### src/rtl/pdl_pkg.sv
// Shared helpers for prog_delay_line and the MMIO decoder that programs it:
// pointer/delay widths and the legal-delay range check.
package pdl_pkg;

    function automatic int ptr_w(input int depth);
        return (depth > 1) ? $clog2(depth) : 1;
    endfunction

    // One extra bit so the delay field can hold DEPTH itself.
    function automatic int dly_w(input int depth);
        return $clog2(depth) + 1;
    endfunction

    function automatic logic cfg_ok(input int val, input int depth);
        return (val >= 1) && (val <= depth);
    endfunction

endpackage

### src/rtl/prog_delay_line.sv
// Runtime-programmable circular delay line with per-entry valid tags and flush.
// Optional occupancy counter/port enabled by defining PDL_OCC_EN.
module prog_delay_line
    import pdl_pkg::*;
#(
    parameter int DEPTH     = 8,
    parameter int BITS      = 64,
    parameter int DEF_DELAY = DEPTH
) (
    input  logic                      clk,
    input  logic                      rst_n,
    input  logic                      en,
    input  logic [BITS-1:0]           d,
    input  logic                      d_valid,
    input  logic                      flush,
    input  logic                      cfg_we,
    input  logic [dly_w(DEPTH)-1:0]   cfg_delay,
    output logic                      cfg_err,
    output logic [dly_w(DEPTH)-1:0]   delay,
    output logic [BITS-1:0]           q,
    output logic                      q_valid
`ifdef PDL_OCC_EN
    ,
    output logic [dly_w(DEPTH)-1:0]   occ
`endif
);

    localparam int PW = ptr_w(DEPTH);
    localparam int DW = dly_w(DEPTH);

    logic [BITS-1:0]  r_mem [DEPTH];
    logic [DEPTH-1:0] r_vld;
    logic [PW-1:0]    r_wptr;
    logic [DW-1:0]    r_delay;
    logic             r_cfg_err;

    logic [PW-1:0]    w_rptr;
    logic             w_cfg_ok;
    logic             w_cfg_bad;
    logic             w_clear;

    // Power-of-two depth makes the modulo a plain truncating subtract;
    // delay == DEPTH truncates to 0 so the read lands on the write slot.
    assign w_rptr    = r_wptr - r_delay[PW-1:0];
    assign w_cfg_ok  = cfg_we && cfg_ok(32'(cfg_delay), DEPTH);
    assign w_cfg_bad = cfg_we && !cfg_ok(32'(cfg_delay), DEPTH);
    assign w_clear   = flush || w_cfg_ok;

    assign q       = r_mem[w_rptr];
    assign q_valid = r_vld[w_rptr];
    assign delay   = r_delay;
    assign cfg_err = r_cfg_err;

    always_ff @(posedge clk) begin
        if (!rst_n) begin
            for (int i = 0; i < DEPTH; i++) begin
                r_mem[i] <= '0;
            end
            r_vld     <= '0;
            r_wptr    <= '0;
            r_delay   <= DW'(DEF_DELAY);
            r_cfg_err <= 1'b0;
        end else begin
            r_cfg_err <= w_cfg_bad;
            if (flush) begin
                r_vld  <= '0;
                r_wptr <= '0;
            end else if (w_cfg_ok) begin
                r_delay <= cfg_delay;
                r_vld   <= '0;
                r_wptr  <= '0;
            end else if (en) begin
                r_mem[r_wptr] <= d;
                r_vld[r_wptr] <= d_valid;
                r_wptr        <= r_wptr + 1'b1;
            end
        end
    end

`ifdef PDL_OCC_EN
    logic [DW-1:0] r_occ;

    // Entry leaving the window is the one on q; it stays within 0..delay.
    always_ff @(posedge clk) begin
        if (!rst_n) begin
            r_occ <= '0;
        end else if (w_clear) begin
            r_occ <= '0;
        end else if (en) begin
            r_occ <= r_occ + DW'(d_valid) - DW'(q_valid);
        end
    end

    assign occ = r_occ;
`endif

endmodule

### config.mk
export PLATFORM = sky130hd
export DESIGN_NAME = prog_delay_line
export DESIGN_NICKNAME = d
export VERILOG_FILES = /design/src/rtl/pdl_pkg.sv /design/src/rtl/prog_delay_line.sv
export SDC_FILE = /design/constraint.sdc
export NUM_CORES = 1
export LEC_CHECK = 0
export BUFFER_PORTS_ARGS = -buffer_cell sky130_fd_sc_hd__buf_2
export CAP_MARGIN = 20
export CORE_MARGIN = 3
export CORE_UTILIZATION = 53
export DETAILED_ROUTE_END_ITERATION = 6
export GPL_TIMING_DRIVEN = 0
export PLACE_DENSITY = 0.71
export SLEW_MARGIN = 10
export SYNTH_ARGS = -nofsm -noshare
export SYNTH_HDL_FRONTEND = slang
export SYNTH_SLANG_ARGS = --single-unit
### constraint.sdc
create_clock -name clk -period 7 [get_ports clk]
set_input_delay 0.35 -clock clk [delete_from_list [all_inputs] [get_ports clk]]
set_output_delay 0.35 -clock clk [all_outputs]
set_load 0.01 [all_outputs]
# Word level (Yosys, flattened, before mapping)
# Memories as Yosys holds them, arrays and structs flattened.
# Cells that the tools add are included.
# op_classes
addsub,2
n_mul,0
n_div,0
n_lt_le_gt_ge,5
n_eq_ne,0
shifts,0
muxes,14
n_bitwise,2
reduce_logical,8
# ops
op,count
$mux 64,1
$reduce_or 64->1,1
$mux 1,9
$bwmux 8,1
$lt 3x4->1 const B,2
$ge 4x1->1 const B,1
$le 4x4->1 const B,1
$logic_and 1x1->1,4
$add 3x1->3 const B,1
$bmux 1 s3,1
$demux 1 s3,1
$ge 3x1->1 const B,1
$mux 3,1
$reduce_or 3->1,1
$sub 3x3->3,1
$not 1->1,2
$reduce_and 2->1,1
$logic_not 1->1,1
# word_totals
regBits,16
latch_bits,0
ramBits,512
mem_bits_ro,0
inputBits,74
out_inout_bits,70
word_cells,36
memories,1
# mem_list
memory,words,width,read_ports,rd_clocked_by_memory_dff,wr,line,rtl
r_mem,8,64,1,0,8,prog_delay_line.sv:31,logic [BITS-1:0] r_mem [DEPTH];

# Logic depth before layout (Yosys ltp)
# logic_depth
depth_word,9
depth_mapped,10

# Worst setup path after synthesis
# OpenSTA, ideal clock, no wires.
# synth_timing
path_kind,reg-to-reg
startpoint,reg r_wptr[0]
endpoint,mem r_mem[1][0] (enable)
setup_time_ns,0.574
arrival_ns,5.864
required_ns,6.426
path_slack_ns,0.562
path_stages_with_launch,6
path_buffers,2
synth_period_minus_slack_ns,6.438
cell_sequence,dfxtp_1 -> clkbuf_1 -> nor4bb_1 -> o31ai_1 -> buf_2 -> o21ai_0
# synth_rtl
item,line,rtl
"start, declared",prog_delay_line.sv:33,logic [PW-1:0] r_wptr;
"start signal, assigned",prog_delay_line.sv:75,r_wptr <= r_wptr + 1'b1;
"end, declared",prog_delay_line.sv:31,

# Final worst setup path
# layout_timing
startpoint,reg r_wptr[0]
endpoint,out q[2]
# layout_via
elab_chain_cells,2
# layout_rtl
item,line,rtl
$sub 3x3->3,prog_delay_line.sv:44,assign w_rptr = r_wptr - r_delay[PW-1:0];
$mem_v2 8x64,n/a,
"end, declared",prog_delay_line.sv:20,"output logic [BITS-1:0] q,"
# No other way between the ends.

==> summary.md <==
| Metric | Value |
|---|---|
| Path class of the lowest-slack min-delay path | `in -> reg` |
| Outcome | `finished, final reports clean` |
| Remaining antenna violation count | `0` |
| Total I/O pin count | `144` |
| Overall die area | `45600 sq um` |
| Max-Slew Margin vs Limit | `26.0%` |
| Setup crit end kind | `primary output` |
| Most used cells in the layout excluding fill and tap cells | `sky130_fd_sc_hd__nor2_1 (520), sky130_fd_sc_hd__edfxtp_1 (512), sky130_fd_sc_hd__buf_2 (168)` |
| Count of inserted antenna diode cells | `0` |
| Seq/Total Area, Yosys | `68.8%` |
| Number of gates resized after cts | `0` |
| Total track usage | `25.2%` |
| Fraction of post-synthesis cell area in the top cell type by area | `67.4%` |
| Finish-stage setup viols | `0` |
| Final net count | `1781` |
| Clock Tree Root | `sky130_fd_sc_hd__clkbuf_16` |
| Number of rows created at floorplan | `75` |
| Initial DRT Pass Iterations | `5` |
| Number of nets in the synthesized netlist | `1561` |
| Met3 routed WL | `4220 microns` |
| Number of global-route vias before repair | `14100` |
| Max-cap violations | `0` |
| Worst hold margin | `41.2 ps` |
| Worst-case reg-to-reg path depth | `8` |
| Slack of the worst reg-to-reg path | `3580 ps` |
| Worst skew pair latency | `590 ps` |
| Overall die width | `213 microns` |
| HPWL after detailed placement | `36400 microns` |
| Top achievable clock speed | `0.216 GHz` |
| Maximum number of pins on one net before global-route repair | `21` |
| Total wire length after detailed routing | `55700 microns` |
| Gate count of the mapped netlist | `1484` |
| Final count of pins violating max slew | `0` |
| Average wire per cell in the routed design | `24.5 microns` |
| Largest fanout on the critical path | `10` |
| Crit Reg-Reg Endpoint | `r_mem[0][33]` |
| Setup crit end | `q[2]` |
| Fraction of final layout cells with drive strength greater than 1 | `28.4%` |
| Core box area | `42200 sq um` |
| Total power of the final layout | `6.86 mW` |
| Postcts setup bufs | `0` |
| Top routing layer in use | `met4` |
| IO buf count | `142` |
| Path type of the worst setup path | `reg -> out` |
| Number of buffers created by CTS | `51` |
| Clock tree from TritonCTS | `built` |
| Die outline height | `213 microns` |
| Biggest area consumer among synthesized cells | `sky130_fd_sc_hd__edfxtp_1` |
| Total via count after detailed routing | `13400` |
| Iteration-0 DRC count of the detailed router | `1290` |
| Effective utilization at floorplan | `54.0%` |
| Avg Vias per Cell | `5.90` |
| Slew at the pin with the worst max-slew slack | `1110 ps` |
| Final critical-path required period | `4620 ps` |
| Fin. Hold Viols | `0` |
| Synthesis warning total | `0` |
| Top post-synthesis cells by area | `sky130_fd_sc_hd__edfxtp_1 (67%), sky130_fd_sc_hd__mux4_2 (13%), sky130_fd_sc_hd__nor2_1 (8.6%)` |
| Wire length the detailed router placed on met1 | `21800 microns` |
| Period utilization | `66.0%` |
| Syn Std Cell Area | `22800 sq um` |
| Data required time of the worst path | `6650 ps` |
| Syn avg cell area | `15.4 sq um` |
| Most common cell after layout, fill and taps aside | `sky130_fd_sc_hd__nor2_1` |
| Final weighted congestion in routability-driven placement | `0.771` |
| Clock H-tree levels | `2` |
| Number of buffers inserted for hold repair after clock tree synthesis | `0` |
| Static Leak | `9.18 nW` |
| Worst setup path start | `r_wptr[0]` |
| Flip-flop and latch count after synthesis | `528` |
| Setup Skew | `15.4 ps` |
| Reg2reg start | `r_wptr[2]` |
| Worst Hold Path Cells | `2` |
| Clk sinks | `528` |
| Startpoint types | `flop` |
| Met2 routed WL | `28400 microns` |
| Clock transition time at the flip-flop clock pins of the worst setup and hold paths | `60 ps` |
| First-pass GRT wire length | `84600 microns` |
| CTS max path bufs | `3` |
| Number of distinct library cells after synthesis | `33` |
| RSZ-0062 raised after global routing | `false` |
| Overflow left after global routing | `0` |
| Power per Cell Area | `260 nW/um^2` |
| Layout-stage area growth over the synthesis result | `15.6%` |
| Peak supply drop | `0.000162 V` |
| Worst EP arrival | `4270 ps` |
| Initial antenna violation count | `0` |
| Drc violations | `0` |
[through the flow]
step / util (%) / TNS, ps / area, sq um / cells / setup WS, ps
finish: 62.4 / 0 / 26400 / 2277 / 2380
global route: 62.4 / 0 / 26400 / 2277 / 2260
CTS: 62.4 / 0 / 26400 / 2277 / 2390
detailed placement: 58.9 / 0 / 24900 / 2190 / 3010
global placement: 57.3 / -2083510 / 24200 / 2165 / -4240
floorplan: - / 0 / 22800 / 1484 / 562
[logic make-up after synthesis]
family | count (synthesis) | share of synthesized area (%)
simple gates | 606 | 10.3
mux | 201 | 16.3
xor+xnor | 4 | 0.154
flops | 528 | 68.8
compound gates | 31 | 0.932
fa+ha+maj | 3 | 0.197
buf+inv | 111 | 3.29
[sequential cells by signal, indices dropped and copies added, names as in the netlist]
| register | flops |
|---|---|
| r_wptr | 3 |
| r_mem | 512 |
| r_vld | 8 |
| cfg_err | 1 |
| delay | 4 |
[metal layers]
layer,up-vias,track usage (%)
met5,-,0
met4,0,7.16
met3,92,4.32
met2,569,43.2
met1,6848,33.8
li1,5920,-
[layout make-up]
type                            instances  area, sq um
Clock buffer                           66         1380
Clock inverter                         21          108
Inverter                                4         15.0
Buffer                                107          734
Fill cell                            3127        15900
Timing Repair Buffer                  167         1310
Multi-Input combinational cell        845         6460
Tap cell                              539          674
Sequential cell                       528        15700
[power by group]
group          internal [mW]  leakage [nW]  total [mW]  switching [mW]
clock                   1.40         0.719        2.53            1.12
sequential              3.58          5.42        3.61          0.0315
combinational          0.321          3.04       0.720           0.400
[cells in the mapped netlist]
cell                       number
sky130_fd_sc_hd__o211a_1        1
sky130_fd_sc_hd__o21ai_0        9
sky130_fd_sc_hd__nand2_1       68
sky130_fd_sc_hd__or3b_2         1
sky130_fd_sc_hd__a21oi_1        5
sky130_fd_sc_hd__and4b_1        3
sky130_fd_sc_hd__buf_6         40
sky130_fd_sc_hd__a22o_1         3
sky130_fd_sc_hd__buf_1         10
sky130_fd_sc_hd__nand2b_1       4
sky130_fd_sc_hd__inv_1          3
sky130_fd_sc_hd__mux2_2        65
sky130_fd_sc_hd__xor2_1         2
sky130_fd_sc_hd__mux4_2       130
sky130_fd_sc_hd__nor2_1       520
sky130_fd_sc_hd__xnor2_1        2
sky130_fd_sc_hd__fa_1           1
sky130_fd_sc_hd__clkinv_1       1
sky130_fd_sc_hd__o31a_1         1
sky130_fd_sc_hd__nor4b_1        1
sky130_fd_sc_hd__dfxtp_1       16
sky130_fd_sc_hd__nor3_1         1
sky130_fd_sc_hd__and4_1         1
sky130_fd_sc_hd__mux2i_1        6
sky130_fd_sc_hd__nor2b_1        3
sky130_fd_sc_hd__a32o_1         3
sky130_fd_sc_hd__buf_2         26
sky130_fd_sc_hd__edfxtp_1     512
sky130_fd_sc_hd__clkbuf_1      31
sky130_fd_sc_hd__nor4_2         1
sky130_fd_sc_hd__ha_1           2
sky130_fd_sc_hd__o31ai_1        9
sky130_fd_sc_hd__nor4bb_1       3
[worst max-delay path, stage by stage (launching register included)]
cell and delay (ps):
sky130_fd_sc_hd__dfxtp_1 310, sky130_fd_sc_hd__clkbuf_1 200, sky130_fd_sc_hd__inv_1 90, sky130_fd_sc_hd__ha_1 130, sky130_fd_sc_hd__inv_1 50, sky130_fd_sc_hd__fa_1 650
sky130_fd_sc_hd__clkbuf_1 700, sky130_fd_sc_hd__buf_1 670, sky130_fd_sc_hd__mux4_2 400, sky130_fd_sc_hd__mux2_2 320, sky130_fd_sc_hd__buf_2 160
[worst min-delay path by stage]
stage	to	slack, ps	from
floorplan	r_vld[5]	450	r_vld[5]
global placement	r_vld[6]	460	r_vld[6]
detailed placement	r_vld[6]	460	r_vld[6]
CTS	cfg_err	20	cfg_we
global route	cfg_err	20	cfg_we
finish	cfg_err	40	cfg_we
Note: power is estimated with default switching activity, not from simulation.
